**src/rtl/neopixel_pkg.sv**
```systemverilog
// Shared constants and types for the NeoPixel frame driver.
// Holds 50 MHz default bit timing, pixel widths and the FSM state type.
package neopixel_pkg;

    // Default timing at 50 MHz (1.22 us bit, 50 us latch).
    localparam int T0H_50M          = 20;
    localparam int T1H_50M          = 40;
    localparam int BIT_CYCLES_50M   = 61;
    localparam int RESET_CYCLES_50M = 2500;

    // Supported pixel formats.
    localparam int BPP_GRB  = 24;
    localparam int BPP_GRBW = 32;

    typedef enum logic [2:0] {
        IDLE,
        FETCH,
        LOAD,
        SEND,
        LATCH
    } state_t;

endpackage

```
**src/rtl/neopixel_bit_timer.sv**
```systemverilog
// Times one encoded bit: high for T0H/T1H cycles, BIT_CYCLES total.
// Ports: clk, rst_n, bit_start (begin a bit next cycle), bit_val,
//        DO (registered line), bit_last (final cycle of current bit).
module neopixel_bit_timer
    import neopixel_pkg::*;
#(
    parameter int BIT_CYCLES = BIT_CYCLES_50M,
    parameter int T0H        = T0H_50M,
    parameter int T1H        = T1H_50M
) (
    input  logic clk,
    input  logic rst_n,
    input  logic bit_start,
    input  logic bit_val,
    output logic DO,
    output logic bit_last
);

    localparam int BC_W = $clog2(BIT_CYCLES);
    localparam logic [BC_W-1:0] BC_LAST = BC_W'(BIT_CYCLES - 1);
    localparam logic [BC_W-1:0] HI0     = BC_W'(T0H);
    localparam logic [BC_W-1:0] HI1     = BC_W'(T1H);

    logic [BC_W-1:0] bc;
    logic            running;

    assign bit_last = running && (bc == BC_LAST);

    // DO is registered from bc, so the line lags the counter by one cycle.
    always_ff @(posedge clk) begin
        if (!rst_n) begin
            bc      <= '0;
            running <= 1'b0;
            DO      <= 1'b0;
        end else begin
            DO <= running && (bc < (bit_val ? HI1 : HI0));
            if (bit_start) begin
                running <= 1'b1;
                bc      <= '0;
            end else if (bit_last) begin
                running <= 1'b0;
                bc      <= '0;
            end else if (running) begin
                bc <= bc + 1'b1;
            end
        end
    end

endmodule

```
**src/rtl/neopixel_frame_driver.sv**
```systemverilog
// WS2812/SK6812 strip driver: fetches LENGTH pixels from RAM and serialises them.
// Ports: clk, rst_n, start, auto_refresh, pix_rd/pix_addr/pix_data (RAM),
//        busy, done, DO (encoded line).
module neopixel_frame_driver
    import neopixel_pkg::*;
#(
    parameter int LENGTH       = 4,
    parameter int BPP          = BPP_GRB,
    parameter int BIT_CYCLES   = BIT_CYCLES_50M,
    parameter int T0H          = T0H_50M,
    parameter int T1H          = T1H_50M,
    parameter int RESET_CYCLES = RESET_CYCLES_50M,
    localparam int ADDR_W      = (LENGTH > 1) ? $clog2(LENGTH) : 1
) (
    input  logic              clk,
    input  logic              rst_n,
    input  logic              start,
    input  logic              auto_refresh,
    output logic              pix_rd,
    output logic [ADDR_W-1:0] pix_addr,
    input  logic [BPP-1:0]    pix_data,
    output logic              busy,
    output logic              done,
    output logic              DO
);

    localparam int BIT_W = $clog2(BPP);
    localparam int LAT_W = (RESET_CYCLES > 1) ? $clog2(RESET_CYCLES) : 1;
    localparam logic [ADDR_W-1:0] LAST_PIX = ADDR_W'(LENGTH - 1);
    localparam logic [BIT_W-1:0]  LAST_BIT = BIT_W'(BPP - 1);
    localparam logic [LAT_W-1:0]  LAST_LAT = LAT_W'(RESET_CYCLES - 1);

    state_t            state;
    state_t            state_nxt;
    logic [BPP-1:0]    shreg;
    logic [BPP-1:0]    next_buf;
    logic [ADDR_W-1:0] pix_idx;
    logic [BIT_W-1:0]  bit_idx;
    logic [LAT_W-1:0]  lat_cnt;
    logic              pf_slot;
    logic              pf_cap;
    logic              pf_rd;
    logic              bit_start;
    logic              bit_last;
    logic              last_bit;

    neopixel_bit_timer #(
        .BIT_CYCLES (BIT_CYCLES),
        .T0H        (T0H),
        .T1H        (T1H)
    ) u_timer (
        .clk       (clk),
        .rst_n     (rst_n),
        .bit_start (bit_start),
        .bit_val   (shreg[BPP-1]),
        .DO        (DO),
        .bit_last  (bit_last)
    );

    always_ff @(posedge clk) begin
        if (!rst_n) state <= IDLE;
        else        state <= state_nxt;
    end

    always_comb begin
        state_nxt = state;
        bit_start = 1'b0;
        busy      = 1'b1;
        done      = 1'b0;
        last_bit  = (bit_idx == LAST_BIT);
        // pf_slot marks bc=0 of bit 0; the final pixel has nothing to prefetch.
        pf_rd     = pf_slot && (pix_idx != LAST_PIX);
        pix_rd    = pf_rd;
        pix_addr  = pf_rd ? pix_idx + 1'b1 : '0;
        unique case (state)
            IDLE: begin
                busy = 1'b0;
                if (start) state_nxt = FETCH;
            end
            FETCH: begin
                pix_rd    = 1'b1;
                state_nxt = LOAD;
            end
            LOAD: begin
                bit_start = 1'b1;
                state_nxt = SEND;
            end
            SEND: begin
                if (bit_last) begin
                    if (last_bit && pix_idx == LAST_PIX)
                        state_nxt = LATCH;
                    else
                        bit_start = 1'b1;
                end
            end
            LATCH: begin
                if (lat_cnt == LAST_LAT) begin
                    done      = 1'b1;
                    state_nxt = auto_refresh ? FETCH : IDLE;
                end
            end
            default: state_nxt = IDLE;
        endcase
    end

    always_ff @(posedge clk) begin
        if (!rst_n) begin
            shreg    <= '0;
            next_buf <= '0;
            pix_idx  <= '0;
            bit_idx  <= '0;
            lat_cnt  <= '0;
            pf_slot  <= 1'b0;
            pf_cap   <= 1'b0;
        end else begin
            pf_cap  <= pf_rd;
            pf_slot <= 1'b0;
            if (pf_cap) next_buf <= pix_data;
            if (state == LOAD) begin
                shreg   <= pix_data;
                pix_idx <= '0;
                bit_idx <= '0;
                pf_slot <= 1'b1;
            end else if (state == SEND && bit_start) begin
                if (last_bit) begin
                    // Pixel boundary: next word goes out with no gap.
                    shreg   <= next_buf;
                    pix_idx <= pix_idx + 1'b1;
                    bit_idx <= '0;
                    pf_slot <= 1'b1;
                end else begin
                    shreg   <= {shreg[BPP-2:0], 1'b0};
                    bit_idx <= bit_idx + 1'b1;
                end
            end
            if (state == LATCH && lat_cnt != LAST_LAT)
                lat_cnt <= lat_cnt + 1'b1;
            else
                lat_cnt <= '0;
        end
    end

endmodule

```
**config.mk**
```make
export PLATFORM = sky130hd
export DESIGN_NAME = neopixel_frame_driver
export DESIGN_NICKNAME = d
export VERILOG_FILES = /design/src/rtl/neopixel_pkg.sv /design/src/rtl/neopixel_bit_timer.sv /design/src/rtl/neopixel_frame_driver.sv
export SDC_FILE = /design/constraint.sdc
export NUM_CORES = 1
export LEC_CHECK = 0
export CORE_MARGIN = 2
export CORE_UTILIZATION = 40
export CTS_CLUSTER_DIAMETER = 50
export DETAILED_ROUTE_END_ITERATION = 7
export DONT_BUFFER_PORTS = 1
export HOLD_SLACK_MARGIN = 0.06
export PLACE_DENSITY_LB_ADDON = 0.15
export SETUP_SLACK_MARGIN = 0.02
export SLEW_MARGIN = 20
export SYNTH_ARGS = -nofsm -noshare
export SYNTH_HDL_FRONTEND = slang
export SYNTH_SLANG_ARGS = --single-unit
```
**constraint.sdc**
```tcl
create_clock -name clk -period 3.2 [get_ports clk]
set_clock_uncertainty 0.2 [all_clocks]
set_input_delay 0.64 -clock clk [delete_from_list [all_inputs] [get_ports clk]]
set_output_delay 0.64 -clock clk [all_outputs]
set_load 0.03 [all_outputs]
```
# Word-level counts from Yosys, hierarchy flattened
# Index checks and enable logic that the tools add are counted.
# totals
ff_bits,80
inputBits,28
# classes
add_sub_neg,4
magnitude_cmp,1
n_bitwise,1
n_reduce_logical,14
n_mux,24
n_eq_ne,14
# op_table
op,count
$mux 24,3
$pmux 3 s5,1
$add 12x1->12 const B,1
$eq 12x12->1 const B,1
$mux 1,12
$mux 3,4
$ne 12x12->1 const B,1
$ne 2x2->1 const B,5
$add 6x1->6 const B,1
$eq 3x2->1 const B,2
$eq 6x6->1 const B,1
$logic_and 1x1->1,6
$lt 6x6->1,1
$mux 6,1
$add 5x1->5 const B,1
$eq 5x5->1 const B,1
$mux 5,1
$reduce_and 2->1,2
$reduce_and 4->1,1
$reduce_bool 2->1,2
$eq 3x1->1 const B,1
$eq 3x3->1 const B,1
$logic_not 3->1,1
$reduce_or 3->1,1
6 further kinds,6

# Longest topological paths before layout
# Gate-level depths: netlist (run 1).
# logic_depth
word_depth,8
mapped_depth,7

# Modules after synthesis
# Synthesis (run 1) repeated with hierarchy kept, for this count alone.
# unflattened
cells_unflattened,426
hier_area_um2,3833.7
# by_module_without_submodules
mod,area_per_inst_um2,n_inst,cells_per_inst
neopixel_frame_driver,3409.5,1,379
neopixel_bit_timer,424.2,1,47

# Worst setup path after synthesis (run 1)
# No wires, ideal clock.
# synth_path
path_kind,reg-to-output
startpoint,register lat_cnt[0]
endpoint,output port done
path_stages_with_launch,5
n_path_buf,0
setup_slack_ns,1.040
arrival_ns,1.320
cell_sequence,dfxtp_1 -> ha_1 -> nor4bb_1 -> nand3_1 -> nor2_1
# synth_via
elab_chain_len,3
# synth_rtl
element,line,source
start: declaration,neopixel_frame_driver.sv:39,logic [LAT_W-1:0] lat_cnt;
start signal: assignment,neopixel_frame_driver.sv:137,lat_cnt <= lat_cnt + 1'b1;
$eq 12x12->1,neopixel_frame_driver.sv:97,if (lat_cnt == LAST_LAT) begin
$mux 1,neopixel_frame_driver.sv:97,
$mux 1,neopixel_frame_driver.sv:75,unique case (state)
end: declaration,neopixel_frame_driver.sv:23,"output logic done,"
# No other way between the ends.

# Final worst setup path (run 1)
# Same ends and word-level chain as after synthesis.

==> results.py, run 1 <==
metrics = {
    "cells_and_area": {
        "num-nets-final": 450,
        "layout-area-overhead-vs-synth_pct": 7.36,
        "fillerInstances": 928,
        "layout-drive-gt1-share": 0.0718,
        "num_antenna_cells": 0,
        "postLayoutCoreUtil": 0.443,
    },
    "timing": {
        "transition_at_the_pin_with_the_smallest_max_transition_slack_ps": 663,
        "timing.setup.tns_ps": 0,
        "fmax_mhz": 374,
        "hold_viol_final": 0,
        "post-route-period-util": 0.835,
        "rsz0062_at_grt": "false",
        "slew_headroom": 0.558,
        "timing_max_transition_violations_final": 0,
        "layout_min_cycle_time_ps": 2670,
        "final.hold.worst_slack_ps": 210,
        "setup_viol_count_final": 0,
    },
    "drt": {
        "num_vias": 2899,
        "met3_wire_len_um": 382,
        "wire_per_inst_um": 15.0,
        "drc": 0,
        "drt_pass_1_iters": 4,
        "drt-vias-per-instance": 5.30,
        "remaining_number_of_nets_flagged_by_the_antenna_check_after_routing": 0,
        "route.met2.wl_um": 3710,
        "drt-initial-drc-count": 71,
        "dr.max_layer_used": "met4",
        "route.layer.met1.wl_um": 4020,
        "wl_um": 8180,
    },
    "critical_path": {
        "setup.worst_path.start_class": "register",
        "timing.reg2reg.setup_slack_ps": 1010,
        "worstReg2RegEnd": "shreg[14]",
        "r2r.worst_path.cells": 6,
        "crit_path_max_fanout": 4,
        "endpoint_kind": "output port",
        "timing_worst_setup_path_type": "register to output port",
        "r2r_start": "bit_idx[0]",
        "critPathRequiredTime_ps": 2360,
        "worst-endpoint-arrival_ps": 1830,
    },
    "yosys": {
        "post_synth_xor_area_fraction": 0.0299,
        "mappedNetlistArea_um2": 3810,
        "synth_top_family_by_area": "simple AND/OR/NAND/NOR gates",
        "synthesis.area_per_instance_um2": 9.00,
        "yosysWarningCount": 0,
        "synth_compound_gate_area_share": 0.145,
        "synth_top_area_share": 0.420,
        "synth_fp_nets": 459,
        "postSynthRegisterBits": 80,
        "leading_cell_types_by_count_after_synthesis": "80 x sky130_fd_sc_hd__dfxtp_1, 50 x sky130_fd_sc_hd__nor2_1, 30 x sky130_fd_sc_hd__o21ai_0",
        "synthCells": 423,
        "yosysTopAreaCell": "sky130_fd_sc_hd__dfxtp_1",
        "synth_async_sr_flop_share": 0,
        "dominantRegCellSynth": "sky130_fd_sc_hd__dfxtp_1",
        "muxShareOfSynthArea": 0.0683,
        "ys_seq_area_frac": 0.420,
        "yosysMostFrequentCell": "sky130_fd_sc_hd__dfxtp_1",
        "netlist-cell-type-count": 46,
        "synth_simple_gate_area_frac": 0.268,
        "post_synth_fa_ha_maj_area_fraction": 0.0263,
        "synth_area_leaders": "sky130_fd_sc_hd__dfxtp_1 42%, sky130_fd_sc_hd__mux2i_1 6.8%, sky130_fd_sc_hd__a32o_1 6.0%",
        "synth-edff-count": 0,
    },
    "global_route": {
        "antenna_violations_before_repair": 0,
        "grt_first_pass_wirelength_um": 14000,
        "grt_remaining_overflow": 0,
        "grt_max_degree": 36,
        "number_of_global_route_vias_before_repair": 2826,
        "global_route.usage.total": 0.172,
    },
    "floorplanning": {
        "fp-row-count": 35,
        "ioPinCount": 34,
        "design.die.area_um2": 10300,
        "start_util": 0.412,
        "die_w_um": 102,
        "fp.coreArea_um2": 9240,
        "floorplan.die.height_um": 102,
    },
    "flow_run": {
        "timing.max_cap.violations": 0,
    },
    "clock_network": {
        "cts_made_buffers": 9,
        "clk_root_buffer_cell": "sky130_fd_sc_hd__clkbuf_8",
        "cts.repair_timing.setup_buffer_count": 0,
        "path_clk_slew_ps": 80,
        "cts_buffer_depth": 2,
        "cts_hold_buffers": 0,
        "cts-resized-gates": 0,
        "clk-insertion-delay-late_ps": 350,
        "tritoncts": "yes",
        "numClockSinks": 80,
        "cts_max_level": 3,
    },
    "place": {
        "dpl.hpwl_um": 5330,
        "portbufs": 0,
        "place_congestion": 0.747,
    },
    "power_and_ir_drop": {
        "maximum_vdd_drop_mv": 0.248,
        "power-per-cell-area_nw_per_um2": 462,
        "leakagePower_nw": 1.48,
    },
    "min_path": {
        "min_to": "shreg[21]",
        "min-delay-path-class": "primary input to register",
        "hold_depth": 1,
        "timing.hold.worst.start": "pix_data[21]",
    },
    "run_status": {
        "run_status": "complete, no violations",
    },
}
## sequential cells by signal, summed over array words and instances, names as in the netlist
name             count
pix_idx              2
u_timer.bc           6
pf_cap               1
bit_idx              5
lat_cnt             12
pf_slot              1
next_buf            24
u_timer.running      1
state                3
u_timer.DO           1
shreg               24
## cell usage in the layout (no fill, tap or decap), types with 3 or more instances in the layout
cell type	instances
sky130_fd_sc_hd__dfxtp_1	80
sky130_fd_sc_hd__nor2_1	50
sky130_fd_sc_hd__o21ai_0	30
sky130_fd_sc_hd__nor3_1	26
sky130_fd_sc_hd__mux2i_1	26
sky130_fd_sc_hd__nor2b_1	26
sky130_fd_sc_hd__a32o_1	23
sky130_fd_sc_hd__nand2b_1	21
sky130_fd_sc_hd__nand2_1	17
sky130_fd_sc_hd__nand3_1	13
sky130_fd_sc_hd__clkbuf_8	9
sky130_fd_sc_hd__buf_4	9
sky130_fd_sc_hd__a21oi_1	8
sky130_fd_sc_hd__xor2_1	8
sky130_fd_sc_hd__ha_1	8
sky130_fd_sc_hd__nand4_1	7
sky130_fd_sc_hd__inv_1	6
sky130_fd_sc_hd__xnor2_1	5
sky130_fd_sc_hd__or3_1	4
sky130_fd_sc_hd__and3_1	3
sky130_fd_sc_hd__and2_1	3
sky130_fd_sc_hd__or2b_1	3
sky130_fd_sc_hd__clkinv_2	3
## worst max path at each step
stage                from   end  cells after the start
2_1_floorplan  lat_cnt[0]  done                      4
3_3_place_gp   lat_cnt[0]  done                      4
3_5_place_dp   lat_cnt[0]  done                      4
4_1_cts        lat_cnt[0]  done                      4
5_1_grt        lat_cnt[0]  done                      4
6_report       lat_cnt[0]  done                      4
## final cells by class
| cell class | count | area (um^2) | share of cell area |
|---|---|---|---|
| sequential | 80 | 1600 | 0.392 |
| clock buffer | 9 | 124 | 0.0303 |
| clock inverter | 6 | 61.3 | 0.0150 |
| inverter | 6 | 22.5 | 0.00551 |
| timing repair buffer | 9 | 67.6 | 0.0165 |
| tap | 129 | 161 | 0.0395 |
| multi-input combinational | 308 | 2050 | 0.502 |
## metal layers
layer  GRT usage  up-vias
met4      0.0437        0
met3      0.0580        5
met5           0        -
met1       0.222     1365
met2       0.276       48
li1            -     1481
## stage by stage
| stage | worst slack [ps] | cells | instance area (um^2) | total power [W] |
|---|---|---|---|---|
| after floorplan | 1040 | 423 | 3810 | 0.00117 |
| after global placement | 940 | 532 | 3900 | 0.00119 |
| after detailed placement | 909 | 532 | 3900 | 0.00119 |
| after CTS | 506 | 547 | 4090 | 0.00192 |
| after global routing | 419 | 547 | 4090 | 0.00198 |
| final | 529 | 547 | 4090 | 0.00189 |
## logic make-up after synthesis
| family | Yosys count |
|---|---|
| AO/OA/AOI/OAI | 73 |
| XOR/XNOR | 13 |
| adder cells (fa/ha/maj) | 8 |
| buffers and inverters | 35 |
| flip-flops | 80 |
| multiplexers | 26 |
| AND/OR/NAND/NOR | 188 |
## critical path: stages, from the launching register on
cell and delay, ps:
sky130_fd_sc_hd__dfxtp_1 380, sky130_fd_sc_hd__ha_1 220, sky130_fd_sc_hd__nor4bb_1 210, sky130_fd_sc_hd__nand3_1 200, sky130_fd_sc_hd__nor2_1 470
## power by group
| part | internal, W | switching [W] | total (W) |
|---|---|---|---|
| logic | 0.0000580 | 0.0000614 | 0.000119 |
| registers | 0.00103 | 0.0000230 | 0.00105 |
| clock network | 0.000353 | 0.000368 | 0.000721 |
Note: power is estimated with default switching activity, not from simulation.
==> run 2, diff against run 1 <==
==> constraint.sdc (replaced) <==
create_clock -name clk -period 2.6 [get_ports clk]
set_clock_uncertainty 0.2 [all_clocks]
set_input_delay 0.52 -clock clk [delete_from_list [all_inputs] [get_ports clk]]
set_output_delay 0.52 -clock clk [all_outputs]
set_load 0.03 [all_outputs]
==> run 2 against run 1 <==
Combinational power rose by 27%. Critical path depth rose by 1. Power rose by 25%. Wire length rose by 2.0%. Cell count rose by 0.91%. Non-clock buffer count rose by 4. Flip-flop and latch count did not move. Critical endpoint unchanged.
==> results.py, run 2 (synthesis gave the netlist of run 1 again) <==
metrics = {
    "clock_network": {
        "clk-insertion-delay-late_ps": 350,
        "clk_root_buffer_cell": "sky130_fd_sc_hd__clkbuf_8",
        "path_clk_slew_ps": 80,
        "cts_max_level": 3,
        "cts_hold_buffers": 0,
        "numClockSinks": 80,
        "cts_made_buffers": 9,
        "cts_buffer_depth": 2,
        "tritoncts": "yes",
        "cts-resized-gates": 0,
        "cts.repair_timing.setup_buffer_count": 0,
    },
    "timing": {
        "final.hold.worst_slack_ps": 92.2,
        "fmax_mhz": 421,
        "timing_max_transition_violations_final": 0,
        "setup_viol_count_final": 0,
        "final_worst_path_setup_slack_ps": 226,
        "transition_at_the_pin_with_the_smallest_max_transition_slack_ps": 697,
        "slew_headroom": 0.535,
        "post-route-period-util": 0.913,
        "timing.setup.tns_ps": 0,
        "layout_min_cycle_time_ps": 2370,
        "rsz0062_at_grt": "false",
        "hold_viol_final": 0,
    },
    "critical_path": {
        "setup.worst_path.start_class": "register",
        "endpoint_kind": "output port",
        "critPathRequiredTime_ps": 1880,
        "worst-endpoint-arrival_ps": 1650,
        "crit_path_max_fanout": 4,
        "timing_worst_setup_path_type": "register to output port",
    },
    "drt": {
        "route.layer.met1.wl_um": 4100,
        "dr.max_layer_used": "met4",
        "drt-vias-per-instance": 5.28,
        "drt-initial-drc-count": 121,
        "route.met2.wl_um": 3680,
        "wl_um": 8350,
        "drt_pass_1_iters": 4,
        "remaining_number_of_nets_flagged_by_the_antenna_check_after_routing": 0,
        "met3_wire_len_um": 450,
        "wire_per_inst_um": 15.1,
        "num_vias": 2917,
        "drc": 0,
    },
    "floorplanning": {
        "die_w_um": 102,
        "floorplan.die.height_um": 102,
        "start_util": 0.412,
        "fp-row-count": 35,
        "design.die.area_um2": 10300,
        "fp.coreArea_um2": 9240,
        "ioPinCount": 34,
    },
    "place": {
        "dpl.hpwl_um": 5430,
        "place_congestion": 0.748,
        "portbufs": 0,
        "preCtsSetupSlack_ps": 449,
    },
    "run_status": {
        "run_status": "complete, no violations",
    },
    "power_and_ir_drop": {
        "post-layout-total-power_w": 0.00236,
        "maximum_vdd_drop_mv": 0.227,
        "leakagePower_nw": 1.51,
        "power-per-cell-area_nw_per_um2": 569,
    },
    "global_route": {
        "global_route.usage.total": 0.170,
        "number_of_global_route_vias_before_repair": 2819,
        "grt_max_degree": 36,
        "grt_remaining_overflow": 0,
        "antenna_violations_before_repair": 0,
        "grt_first_pass_wirelength_um": 13800,
    },
    "cells_and_area": {
        "layout-drive-gt1-share": 0.0804,
        "commonest_non_fill_non_tap_cell_in_the_layout": "sky130_fd_sc_hd__dfxtp_1",
        "reg.largest.list": "next_buf (24), shreg (24), lat_cnt (12)",
        "num-nets-final": 454,
        "final_cell_mix": "80 x sky130_fd_sc_hd__dfxtp_1, 50 x sky130_fd_sc_hd__nor2_1, 30 x sky130_fd_sc_hd__o21ai_0",
        "fillerInstances": 919,
        "num_antenna_cells": 0,
        "layout-area-overhead-vs-synth_pct": 8.80,
    },
    "flow_run": {
        "timing.max_cap.violations": 0,
    },
    "min_path": {
        "min-delay-path-class": "primary input to register",
    },
}
## run 2: cell count changes in the layout (fill, tap and decap cells not counted), sizes merged
cell,delta
buf,+4
clkbuf,+2
clkinv,-1
## run 2: through the flow
step,util,cells,cell area (um^2)
2_1_floorplan,-,423,3810
3_3_place_gp,0.427,536,3950
3_5_place_dp,0.427,536,3950
4_1_cts,0.448,552,4140
5_1_grt,0.448,552,4140
6_report,0.448,552,4140
## run 2: power breakdown
| part | internal, W | switching [W] | total (W) |
|---|---|---|---|
| clock | 0.000469 | 0.000446 | 0.000915 |
| sequential | 0.00126 | 0.0000304 | 0.00129 |
| combinational | 0.0000768 | 0.0000746 | 0.000151 |
## run 2: routing by layer
metal,vias up,GRT usage
li1,1485,-
met1,1367,0.230
met2,56,0.265
met3,9,0.0380
met4,0,0.0676
met5,-,0
## run 2: worst paths after layout
check	depth (start not counted)	from	endpoint	slack, ps
min reg2reg	1	lat_cnt[0]	lat_cnt[0]	260
max reg2reg	6	bit_idx[0]	shreg[12]	440
max	5	lat_cnt[0]	done	230
min	1	pix_data[20]	shreg[20]	90
## run 2: final cells by class
| cell class | instances | area, um^2 | area share |
|---|---|---|---|
| inverter | 6 | 22.5 | 0.00543 |
| sequential | 80 | 1600 | 0.386 |
| timing repair buffer | 13 | 110 | 0.0266 |
| multi-input combinational | 308 | 2050 | 0.495 |
| clock inverter | 5 | 56.3 | 0.0136 |
| tap | 129 | 161 | 0.0389 |
| clock buffer | 11 | 141 | 0.0341 |
## run 2: critical path, stage by stage, from the launching register on
cell and delay, ps:
sky130_fd_sc_hd__dfxtp_1 380, sky130_fd_sc_hd__ha_1 210, sky130_fd_sc_hd__nor4bb_1 210, sky130_fd_sc_hd__nand3_1 210, sky130_fd_sc_hd__nor2_1 130, sky130_fd_sc_hd__buf_4 170
